===== src/rtl/lsu_pkg.sv =====
// Shared constants for the load/store unit: datapath widths, load/store flag
// encodings, FSM state type and flag classification helpers.
package lsu_pkg;

  localparam int XLEN           = 32;
  localparam int XREG_ADDRWIDTH = 5;

  localparam logic [4:0] NO_LOAD = 5'b00000;
  localparam logic [4:0] LOAD_B  = 5'b00001;
  localparam logic [4:0] LOAD_H  = 5'b00010;
  localparam logic [4:0] LOAD_W  = 5'b00100;
  localparam logic [4:0] LOAD_BU = 5'b01000;
  localparam logic [4:0] LOAD_HU = 5'b10000;

  localparam logic [3:0] NO_STORE = 4'b0000;
  localparam logic [3:0] STORE_B  = 4'b0001;
  localparam logic [3:0] STORE_H  = 4'b0010;
  localparam logic [3:0] STORE_W  = 4'b0100;

  typedef enum logic {
    LSU_IDLE = 1'b0,
    LSU_BUSY = 1'b1
  } lsu_state_e;

  // Only the listed encodings count as memory ops; anything else is a plain result.
  function automatic logic is_load_flag(input logic [4:0] f);
    return (f == LOAD_B) || (f == LOAD_H) || (f == LOAD_W) ||
           (f == LOAD_BU) || (f == LOAD_HU);
  endfunction

  function automatic logic is_store_flag(input logic [3:0] f);
    return (f == STORE_B) || (f == STORE_H) || (f == STORE_W);
  endfunction

endpackage


===== src/rtl/lsu_if.sv =====
// ALU-side transfer, data-memory bus and write-back signals of the LSU.
interface lsu_if;
  import lsu_pkg::*;

  logic                      in_valid;
  logic                      in_ready;
  logic [XLEN-1:0]           addr_in;
  logic [4:0]                load_flag_in;
  logic [3:0]                store_flag_in;
  logic [XLEN-1:0]           store_data_in;
  logic                      rd_en_in;
  logic [XREG_ADDRWIDTH-1:0] rd_addr_in;

  logic                      mem_req;
  logic                      mem_we;
  logic [XLEN-1:0]           mem_addr;
  logic [3:0]                mem_wstrb;
  logic [XLEN-1:0]           mem_wdata;
  logic                      mem_ready;
  logic [XLEN-1:0]           mem_rdata;

  logic                      wb_valid;
  logic                      wb_en;
  logic [XREG_ADDRWIDTH-1:0] wb_addr;
  logic [XLEN-1:0]           wb_data;

  logic                      misalign;
  logic [XLEN-1:0]           misalign_addr;
  logic                      bus_err;

  // master: ALU/memory/write-back environment; slave: the LSU itself
  modport master (
    output in_valid, addr_in, load_flag_in, store_flag_in, store_data_in,
           rd_en_in, rd_addr_in, mem_ready, mem_rdata,
    input  in_ready, mem_req, mem_we, mem_addr, mem_wstrb, mem_wdata,
           wb_valid, wb_en, wb_addr, wb_data, misalign, misalign_addr, bus_err
  );

  modport slave (
    input  in_valid, addr_in, load_flag_in, store_flag_in, store_data_in,
           rd_en_in, rd_addr_in, mem_ready, mem_rdata,
    output in_ready, mem_req, mem_we, mem_addr, mem_wstrb, mem_wdata,
           wb_valid, wb_en, wb_addr, wb_data, misalign, misalign_addr, bus_err
  );

endinterface


===== src/rtl/lsu_load_align.sv =====
// Extracts the addressed byte/half/word from a memory read word and
// sign- or zero-extends it to XLEN.
module lsu_load_align
  import lsu_pkg::*;
(
  input  logic [XLEN-1:0] rdata,
  input  logic [4:0]      load_flag,
  input  logic [1:0]      offset,
  output logic [XLEN-1:0] data
);

  logic [XLEN-1:0] shifted;

  always_comb begin
    shifted = rdata >> {offset, 3'b000};
    case (load_flag)
      LOAD_B:  data = {{24{shifted[7]}}, shifted[7:0]};
      LOAD_H:  data = {{16{shifted[15]}}, shifted[15:0]};
      LOAD_BU: data = {24'h0, shifted[7:0]};
      LOAD_HU: data = {16'h0, shifted[15:0]};
      default: data = shifted;
    endcase
  end

endmodule


===== src/rtl/lsu.sv =====
// Load/store unit: classifies ALU results, runs one outstanding data-memory
// request at a time with a timeout, and registers results toward write-back.
module lsu
  import lsu_pkg::*;
#(
  parameter int MEM_TIMEOUT = 255
) (
  input logic  clk,
  input logic  rst,
  lsu_if.slave bus
);

  localparam logic [7:0] TO_LAST = 8'(MEM_TIMEOUT - 1);

  lsu_state_e                state;
  logic [7:0]                cnt;
  logic                      ld_q;
  logic [4:0]                ld_flag_q;
  logic [1:0]                off_q;
  logic                      rd_en_q;
  logic [XREG_ADDRWIDTH-1:0] rd_addr_q;

  logic            is_ld, is_st, half, word, mis;
  logic [3:0]      strb;
  logic [XLEN-1:0] wdat, ld_data;

  lsu_load_align u_align (
    .rdata     (bus.mem_rdata),
    .load_flag (ld_flag_q),
    .offset    (off_q),
    .data      (ld_data)
  );

  assign bus.in_ready = (state == LSU_IDLE);

  // A load flag takes precedence when both a load and a store flag are set.
  always_comb begin
    is_ld = is_load_flag(bus.load_flag_in);
    is_st = !is_ld && is_store_flag(bus.store_flag_in);
    half  = is_ld ? (bus.load_flag_in == LOAD_H || bus.load_flag_in == LOAD_HU)
                  : (is_st && bus.store_flag_in == STORE_H);
    word  = is_ld ? (bus.load_flag_in == LOAD_W)
                  : (is_st && bus.store_flag_in == STORE_W);
    mis   = (half && bus.addr_in[0]) || (word && (bus.addr_in[1:0] != 2'b00));
    strb  = 4'b0000;
    wdat  = '0;
    case (bus.store_flag_in)
      STORE_B: begin
        strb = 4'b0001 << bus.addr_in[1:0];
        wdat = {4{bus.store_data_in[7:0]}};
      end
      STORE_H: begin
        strb = 4'b0011 << bus.addr_in[1:0];
        wdat = {2{bus.store_data_in[15:0]}};
      end
      STORE_W: begin
        strb = 4'b1111;
        wdat = bus.store_data_in;
      end
      default: ;
    endcase
  end

  always_ff @(posedge clk) begin
    if (rst) begin
      state             <= LSU_IDLE;
      cnt               <= '0;
      ld_q              <= 1'b0;
      ld_flag_q         <= NO_LOAD;
      off_q             <= 2'b00;
      rd_en_q           <= 1'b0;
      rd_addr_q         <= '0;
      bus.mem_req       <= 1'b0;
      bus.mem_we        <= 1'b0;
      bus.mem_addr      <= '0;
      bus.mem_wstrb     <= 4'b0000;
      bus.mem_wdata     <= '0;
      bus.wb_valid      <= 1'b0;
      bus.wb_en         <= 1'b0;
      bus.wb_addr       <= '0;
      bus.wb_data       <= '0;
      bus.misalign      <= 1'b0;
      bus.misalign_addr <= '0;
      bus.bus_err       <= 1'b0;
    end else begin
      bus.wb_valid <= 1'b0;
      bus.misalign <= 1'b0;
      bus.bus_err  <= 1'b0;
      case (state)
        LSU_IDLE: begin
          if (bus.in_valid) begin
            if (!(is_ld || is_st)) begin
              bus.wb_valid <= 1'b1;
              bus.wb_data  <= bus.addr_in;
              bus.wb_addr  <= bus.rd_addr_in;
              bus.wb_en    <= bus.rd_en_in && (bus.rd_addr_in != '0);
            end else if (mis) begin
              bus.misalign      <= 1'b1;
              bus.misalign_addr <= bus.addr_in;
            end else begin
              bus.mem_req   <= 1'b1;
              bus.mem_we    <= is_st;
              bus.mem_addr  <= {bus.addr_in[XLEN-1:2], 2'b00};
              bus.mem_wstrb <= is_st ? strb : 4'b0000;
              bus.mem_wdata <= is_st ? wdat : '0;
              ld_q          <= is_ld;
              ld_flag_q     <= is_ld ? bus.load_flag_in : NO_LOAD;
              off_q         <= bus.addr_in[1:0];
              rd_en_q       <= bus.rd_en_in;
              rd_addr_q     <= bus.rd_addr_in;
              cnt           <= '0;
              state         <= LSU_BUSY;
            end
          end
        end
        LSU_BUSY: begin
          // completion is checked first so it wins over a coincident timeout
          if (bus.mem_ready) begin
            bus.mem_req  <= 1'b0;
            bus.wb_valid <= 1'b1;
            bus.wb_addr  <= rd_addr_q;
            bus.wb_en    <= ld_q && rd_en_q && (rd_addr_q != '0);
            bus.wb_data  <= ld_q ? ld_data : '0;
            state        <= LSU_IDLE;
          end else if (cnt == TO_LAST) begin
            bus.mem_req <= 1'b0;
            bus.bus_err <= 1'b1;
            state       <= LSU_IDLE;
          end else begin
            cnt <= cnt + 8'd1;
          end
        end
        default: state <= LSU_IDLE;
      endcase
    end
  end

endmodule


===== src/flat_wrapper.sv =====
// flat-port wrapper written by rule: the top's interface ports become plain ports
module lsu_flat import lsu_pkg::*;
#(
  parameter int MEM_TIMEOUT = 255
)
  (clk, rst, bus_in_valid, bus_addr_in, bus_load_flag_in, bus_store_flag_in, bus_store_data_in, bus_rd_en_in, bus_rd_addr_in, bus_mem_ready, bus_mem_rdata, bus_in_ready, bus_mem_req, bus_mem_we, bus_mem_addr, bus_mem_wstrb, bus_mem_wdata, bus_wb_valid, bus_wb_en, bus_wb_addr, bus_wb_data, bus_misalign, bus_misalign_addr, bus_bus_err);
  lsu_if bus_i ();
  input logic clk;
  input logic rst;
  input wire logic [$bits(bus_i.in_valid)-1:0] bus_in_valid;
  input wire logic [$bits(bus_i.addr_in)-1:0] bus_addr_in;
  input wire logic [$bits(bus_i.load_flag_in)-1:0] bus_load_flag_in;
  input wire logic [$bits(bus_i.store_flag_in)-1:0] bus_store_flag_in;
  input wire logic [$bits(bus_i.store_data_in)-1:0] bus_store_data_in;
  input wire logic [$bits(bus_i.rd_en_in)-1:0] bus_rd_en_in;
  input wire logic [$bits(bus_i.rd_addr_in)-1:0] bus_rd_addr_in;
  input wire logic [$bits(bus_i.mem_ready)-1:0] bus_mem_ready;
  input wire logic [$bits(bus_i.mem_rdata)-1:0] bus_mem_rdata;
  output wire logic [$bits(bus_i.in_ready)-1:0] bus_in_ready;
  output wire logic [$bits(bus_i.mem_req)-1:0] bus_mem_req;
  output wire logic [$bits(bus_i.mem_we)-1:0] bus_mem_we;
  output wire logic [$bits(bus_i.mem_addr)-1:0] bus_mem_addr;
  output wire logic [$bits(bus_i.mem_wstrb)-1:0] bus_mem_wstrb;
  output wire logic [$bits(bus_i.mem_wdata)-1:0] bus_mem_wdata;
  output wire logic [$bits(bus_i.wb_valid)-1:0] bus_wb_valid;
  output wire logic [$bits(bus_i.wb_en)-1:0] bus_wb_en;
  output wire logic [$bits(bus_i.wb_addr)-1:0] bus_wb_addr;
  output wire logic [$bits(bus_i.wb_data)-1:0] bus_wb_data;
  output wire logic [$bits(bus_i.misalign)-1:0] bus_misalign;
  output wire logic [$bits(bus_i.misalign_addr)-1:0] bus_misalign_addr;
  output wire logic [$bits(bus_i.bus_err)-1:0] bus_bus_err;
  assign bus_i.in_valid = bus_in_valid;
  assign bus_i.addr_in = bus_addr_in;
  assign bus_i.load_flag_in = bus_load_flag_in;
  assign bus_i.store_flag_in = bus_store_flag_in;
  assign bus_i.store_data_in = bus_store_data_in;
  assign bus_i.rd_en_in = bus_rd_en_in;
  assign bus_i.rd_addr_in = bus_rd_addr_in;
  assign bus_i.mem_ready = bus_mem_ready;
  assign bus_i.mem_rdata = bus_mem_rdata;
  assign bus_in_ready = bus_i.in_ready;
  assign bus_mem_req = bus_i.mem_req;
  assign bus_mem_we = bus_i.mem_we;
  assign bus_mem_addr = bus_i.mem_addr;
  assign bus_mem_wstrb = bus_i.mem_wstrb;
  assign bus_mem_wdata = bus_i.mem_wdata;
  assign bus_wb_valid = bus_i.wb_valid;
  assign bus_wb_en = bus_i.wb_en;
  assign bus_wb_addr = bus_i.wb_addr;
  assign bus_wb_data = bus_i.wb_data;
  assign bus_misalign = bus_i.misalign;
  assign bus_misalign_addr = bus_i.misalign_addr;
  assign bus_bus_err = bus_i.bus_err;
  lsu #(.MEM_TIMEOUT(MEM_TIMEOUT)) u_core (.clk(clk), .rst(rst), .bus(bus_i));
endmodule

===== config.mk =====
export PLATFORM = sky130hd
export DESIGN_NAME = lsu_flat
export DESIGN_NICKNAME = d
export VERILOG_FILES = /design/src/rtl/lsu_pkg.sv /design/src/rtl/lsu_if.sv /design/src/rtl/lsu_load_align.sv /design/src/rtl/lsu.sv /design/src/flat_wrapper.sv
export SDC_FILE = /design/constraint.sdc
export NUM_CORES = 1
export LEC_CHECK = 0
export ABC_CLOCK_PERIOD_IN_PS = 3800
export CORE_ASPECT_RATIO = 1.2
export CORE_UTILIZATION = 51
export CTS_CLUSTER_DIAMETER = 80
export DETAILED_ROUTE_END_ITERATION = 12
export PLACE_DENSITY = 0.88
export SKIP_CTS_REPAIR_TIMING = 1
export SYNTH_ARGS = -nofsm -noshare
export SYNTH_HDL_FRONTEND = slang
export SYNTH_HIERARCHICAL = 1
export SYNTH_SLANG_ARGS = --single-unit

===== constraint.sdc =====
create_clock -name clk -period 3.8 [get_ports clk]
set_input_delay 0.95 -clock clk [delete_from_list [all_inputs] [get_ports clk]]
set_output_delay 0.95 -clock clk [all_outputs]
set_load 0.01 [all_outputs]

# Word-level counts from Yosys, hierarchy flattened
# Cells that the tools add are included.
# op_classes
muxes	45
n_mul	0
n_lt_le_gt_ge	0
bitwise	4
add_sub_neg	1
shifts	3
n_reduce_logical	28
div_mod_pow	0
n_eq_ne	21
# ops
operator	n
32-bit two-way mux	5
32-bit one-hot mux with 4 select lines	1
32-bit one-hot mux with 3 select lines	1
32-bit one-hot mux with 2 select lines	1
8-bit two-way mux	5
32-bit by 5-bit right shift with 32-bit output	1
1-bit two-way mux	20
5-bit two-way mux	4
8-bit one-hot mux with 2 select lines	1
2-bit != test (second input constant)	6
4-bit one-hot mux with 3 select lines	1
4-bit AND reduction	3
5-bit by 1-bit == test with 1-bit output (second input constant)	2
5-bit by 2-bit == test with 1-bit output (second input constant)	2
5-bit by 4-bit == test with 1-bit output (second input constant)	2
5-bit == test (second input constant)	2
5-bit one-hot mux with 2 select lines	1
5-bit nonzero test	2
1-bit logical OR	9
8-bit by 1-bit adder with 8-bit output (second input constant)	1
8-bit == test (second input constant)	1
1-bit logical AND	8
1-bit one-hot mux with 2 select lines	4
5-bit by 3-bit == test with 1-bit output (second input constant)	1
other kinds (15)	18
# totals
input_bits	115
n_memories	0
mem_bits_rw	0
elab_cells	121
latchBits	0
register_bits	164
mem_bits_ro	0
out_inout_bits	144

# Longest topological paths before layout
# logic_depth
depth_word	15
mapped_depth	9
mapped_depth_nobuf	7

# Modules after synthesis
# The synthesis kept the hierarchy.
# modules_own_cells
mod	area_each_um2	cells_per_inst	n_inst	seq_area_each_um2
lsu	7360.8	799	1	3283.1
lsu_load_align	817.0	112	1	0.0

# Worst setup path before layout
# No wires, ideal clock.
# synth_path
kind	input port to flip-flop
startpoint	input port bus_store_flag_in[1]
endpoint	register u_core/bus.misalign_addr[12] (netlist bit)
path_stages	9
required_time_ns	3.680
setup_slack_ns	0.937
t_arrival_ns	2.743
path_cell_list	buf_4 -> xor2_1 -> a32oi_1 -> and3_1 -> clkbuf_1 -> or3_1 -> buf_6 -> buf_6 -> mux2i_1
# synth_via
elab_chain_cells	9
word_cells_on_any_way	15
# synth_rtl
item	line_no	source
from (decl)	flat_wrapper.sv:13	input wire logic [$bits(bus_i.store_flag_in)-1:0] bus_store_flag_in;
4-bit by 1-bit == test with 1-bit output or 4-bit by 2-bit == test with 1-bit output (tied branches)	lsu_pkg.sv:32, lsu.sv:41	
1-bit logical OR (2 in series)	lsu_pkg.sv:32	return (f == STORE_B) || (f == STORE_H) || (f == STORE_W);
1-bit logical AND	lsu.sv:39	is_st = !is_ld && is_store_flag(bus.store_flag_in);
1-bit logical AND (on tied branches)	lsu.sv:41, lsu.sv:43	
1-bit two-way mux (on tied branches)	lsu.sv:40, lsu.sv:42	
1-bit logical AND	lsu.sv:44	mis = (half && bus.addr_in[0]) || (word && (bus.addr_in[1:0] != 2'b00));
1-bit logical OR	lsu.sv:44	
4-bit AND reduction (no source line) (*)	-	
to (signal assigned)	lsu.sv:99	bus.misalign_addr <= bus.addr_in;
to (decl)	lsu_if.sv:43	wb_valid, wb_en, wb_addr, wb_data, misalign, misalign_addr, bus_err
# Every way passes the cells marked *; elsewhere a longest branch is shown, timed or not.
# A chain may end at the register's enable or synchronous reset.

# Worst setup path after layout
# layout_path
startpoint	input port bus_store_flag_in[1]
endpoint	register u_core/bus.misalign_addr[29] (netlist bit)
# The elaborated chain is that of the path after synthesis.

==> impl_metrics.env <==
export IMPL_hold_depth=2
export IMPL_required_ps=4150
export IMPL_holdCritPathClass="reg -> reg"
export IMPL_peakVddDrop_mv=0.213
export IMPL_drive_gt1_share_pct=8.26
export IMPL_fin_crit_sh_pct=86.7
export IMPL_antenna_cells=0
export IMPL_cts_tree="built"
export IMPL_grt_first_pass_wirelength_um=39800
export IMPL_synth_top_area_share_pct=40.1
export IMPL_yosys_warnings=6
export IMPL_drcViolationCount=0
export IMPL_cts_buffer_depth=2
export IMPL_initial_core_util_pct=52.3
export IMPL_clock_fmax_mhz=304
export IMPL_antenna_found_initial=0
export IMPL_syn_inst=911
export IMPL_ant_nets=0
export IMPL_die_area_mm2=0.0165
export IMPL_cts_buffers_inserted=17
export IMPL_synth_common_cells="dfxtp_1, nand2_1, mux2i_1"
export IMPL_ys_async_sr_fraction_pct=0
export IMPL_cp_end_kind="flop"
export IMPL_finalMaxSlewViolations=0
export IMPL_tns_ps=0
export IMPL_synth_area_leaders="dfxtp_1, mux2i_1, nand2_1"
export IMPL_synth_simple_area_share_pct=19.1
export IMPL_power_density_mw_per_mm2=387
export IMPL_synth_most_common_cell="dfxtp_1"
export IMPL_arrival_ps=3650
export IMPL_critical_path_startpoint_type="primary input"
export IMPL_fin_skew_ps=8.21
export IMPL_seq_area_frac_synth_pct=40.1
export IMPL_hold_viol=0
export IMPL_syn_area_per_cell_um2=8.98
export IMPL_synth_compound_area_share_pct=19.9
export IMPL_synth_edf_count=0
export IMPL_maxCapViolations=0
export IMPL_fin_ws_ps=506
export IMPL_cts_root_buf="clkbuf_16"
export IMPL_rsz0062_at_grt="no"
export IMPL_synth_top_family_by_area="compound AO/OA/AOI/OAI gates"
export IMPL_grt_max_degree=78
export IMPL_die_w_um=118
export IMPL_dieHeight_um=141
export IMPL_area_delta_synth_final_pct=40.9
export IMPL_drt_first_pass_iters=6
export IMPL_drtIter0Drc=732
export IMPL_grt_pass1_vias=7582
export IMPL_hold_slack_ps=458
export IMPL_grt_overflow=0
export IMPL_synth_cell_area_mm2=0.00818
export IMPL_synth_xor_area_share_pct=1.27
export IMPL_dp_cells=1326
export IMPL_synthMuxAreaShare_pct=14.3
export IMPL_ys_flop_type="dfxtp_1"
export IMPL_routabilityCongestion=0.944
export IMPL_setup_worst_path_class="in -> reg"
export IMPL_cts_reportedPaths_clkPinSlew_ps=70
export IMPL_portBuffers=256
export IMPL_crit_path_max_fanout=25
export IMPL_power_leakage_nw=4.36
export IMPL_clk_latency_ps=430
export IMPL_grtUsageTotal_pct=30.3
export IMPL_ctsHtreeMaxLevel=4
export IMPL_wl_per_cell_um=18.9
export IMPL_min_to="u_core/bus.mem_wdata[25]"
export IMPL_stdcell_count=1358
export IMPL_ff2ff_path_depth=7
export IMPL_cts_sinks=164
export IMPL_core_rowCount=50
export IMPL_post_drt_via_cell_ratio=5.82
export IMPL_rr_startpoint="u_core/off_q[1]"
export IMPL_rr_endpoint="u_core/bus.wb_data[20]"
export IMPL_slew_headroom_pct=44.6
export IMPL_setup_viol=0
export IMPL_io_pins=259
export IMPL_tightest_slew_ps=827
export IMPL_rrSetupSlack_ps=1270
export IMPL_nets=1254
export IMPL_core_area_mm2=0.0156
export IMPL_synth_distinct_cells=71
export IMPL_hold_start="u_core/bus.mem_wdata[25]"
export IMPL_status="completed"
export IMPL_place_hpwl_um=18200
export IMPL_dp_slack_ps=107
export IMPL_dr_total_vias=7909
export IMPL_fillers=1120
export IMPL_synth_fa_ha_area_share_pct=0.306
export IMPL_ys_seq_elements=164
export IMPL_period_minus_slack_ps=3290
export IMPL_crit_path_cell_trace="clkdlybuf4s50_1 > xor2_2 > a21oi_2 > a31o_1 > or3_1 > buf_4 > mux2i_1"
export IMPL_slowest_delay_ps=710
export IMPL_cp_slowest_cell="clkdlybuf4s50_1"
export IMPL_yosysTopAreaCell="dfxtp_1"
export IMPL_wl_um=25600
## where the power goes
part | internal [mW] | total (mW) | switching, mW | leakage [nW]
sequential | 1.80 | 1.85 | 0.0507 | 1.33
combinational | 0.426 | 0.868 | 0.442 | 2.75
clock | 0.996 | 1.73 | 0.736 | 0.280
total | 3.22 | 4.45 | 1.23 | 4.36
## worst max-delay path, delay by kind of cell
| family | cells | cell delay [ps] |
|---|---|---|
| and+or+nand+nor | 1 | 180 |
| xor gates and xnor gates | 1 | 250 |
| buffers and inverters | 2 | 1120 |
| muxes | 1 | 260 |
| AOI/OAI and AO/OA | 2 | 870 |
## cell families (layout without fill, tap and decap cells)
family | Yosys count | count (layout)
AND/OR/NAND/NOR | 311 | 311
AO/OA/AOI/OAI | 223 | 223
flip-flops | 164 | 164
multiplexers | 115 | 115
buffers and inverters | 84 | 322
XOR/XNOR | 11 | 11
adder cells (fa/ha/maj) | 2 | 2
other | 1 | 2
## area by class of cell
type	instances	area [µm²]	area share, %
timing repair buffer	285	2840	24.7
clock inverter	13	149	1.29
tap	208	260	2.26
inverter	5	20.0	0.174
multi-input combinational	664	4530	39.3
clock buffer	19	443	3.84
sequential	164	3280	28.5
## through the flow
| step | power, mW | instance area (µm²) | utilization (%) |
|---|---|---|---|
| 2_1_floorplan | 2.32 | 8180 | - |
| 3_3_place_gp | 2.73 | 10900 | 69.9 |
| 3_5_place_dp | 2.74 | 10900 | 69.9 |
| 4_1_cts | 4.46 | 11500 | 73.7 |
| 5_1_grt | 4.60 | 11500 | 73.7 |
| 6_report | 4.45 | 11500 | 73.7 |
## registers in the layout (all words and copies together), names as in the netlist
name,cells
u_core/bus.bus_err,1
u_core/bus.mem_addr,30
u_core/bus.mem_req,1
u_core/bus.mem_wdata,32
u_core/bus.mem_we,1
u_core/bus.mem_wstrb,4
u_core/bus.misalign,1
u_core/bus.misalign_addr,32
u_core/bus.wb_addr,5
u_core/bus.wb_data,32
u_core/bus.wb_en,1
u_core/bus.wb_valid,1
u_core/cnt,8
u_core/ld_flag_q,5
u_core/ld_q,1
u_core/off_q,2
u_core/rd_addr_q,5
u_core/rd_en_q,1
u_core/state,1
## layout by cell type (no fill, tap or decap), types with 3 or more instances in the layout
master             n
or3_1              4
buf_4             25
o21ai_2           10
a22oi_1           37
nand3_1           17
dfxtp_1          164
nor2_1            58
clkbuf_16         17
o21ai_0           36
nor3_1            10
buf_12             5
inv_1              3
nor2b_1           17
xnor2_1            6
o41ai_1            9
o211ai_1          10
nand4_1            4
a32o_1             8
xor2_1             4
nor4_4             3
a211oi_1          44
nand2b_1          47
nand2_1          130
a21o_1             3
a22o_1             9
a21oi_1           24
mux2i_1          112
clkinvlp_4         4
o2111ai_1         13
clkdlybuf4s50_1  255
clkinv_2           3
## worst max-delay path by stage
stage | cells after the start | start | slack [ps] | end
5_1_grt | 7 | bus_store_flag_in[1] | 340 | u_core/bus.mem_addr[26]
3_5_place_dp | 7 | bus_store_flag_in[1] | 110 | u_core/bus.misalign_addr[29]
4_1_cts | 7 | bus_store_flag_in[1] | 550 | u_core/bus.misalign_addr[26]
2_1_floorplan | 9 | bus_store_flag_in[1] | 940 | u_core/bus.misalign_addr[12]
6_report | 7 | bus_store_flag_in[1] | 510 | u_core/bus.misalign_addr[29]
3_3_place_gp | 7 | bus_store_flag_in[1] | 200 | u_core/bus.misalign_addr[13]
## metal layers
layer / track usage (%) / share of wire (%) / vias up
met5: 0 / 0 / -
met4: 12.8 / 3.3 / 0
met3: 6.76 / 7.3 / 54
met2: 53.0 / 49 / 372
met1: 35.8 / 40 / 3747
li1: - / - / 3736
No activity file was read; power rests on OpenSTA's default activity.
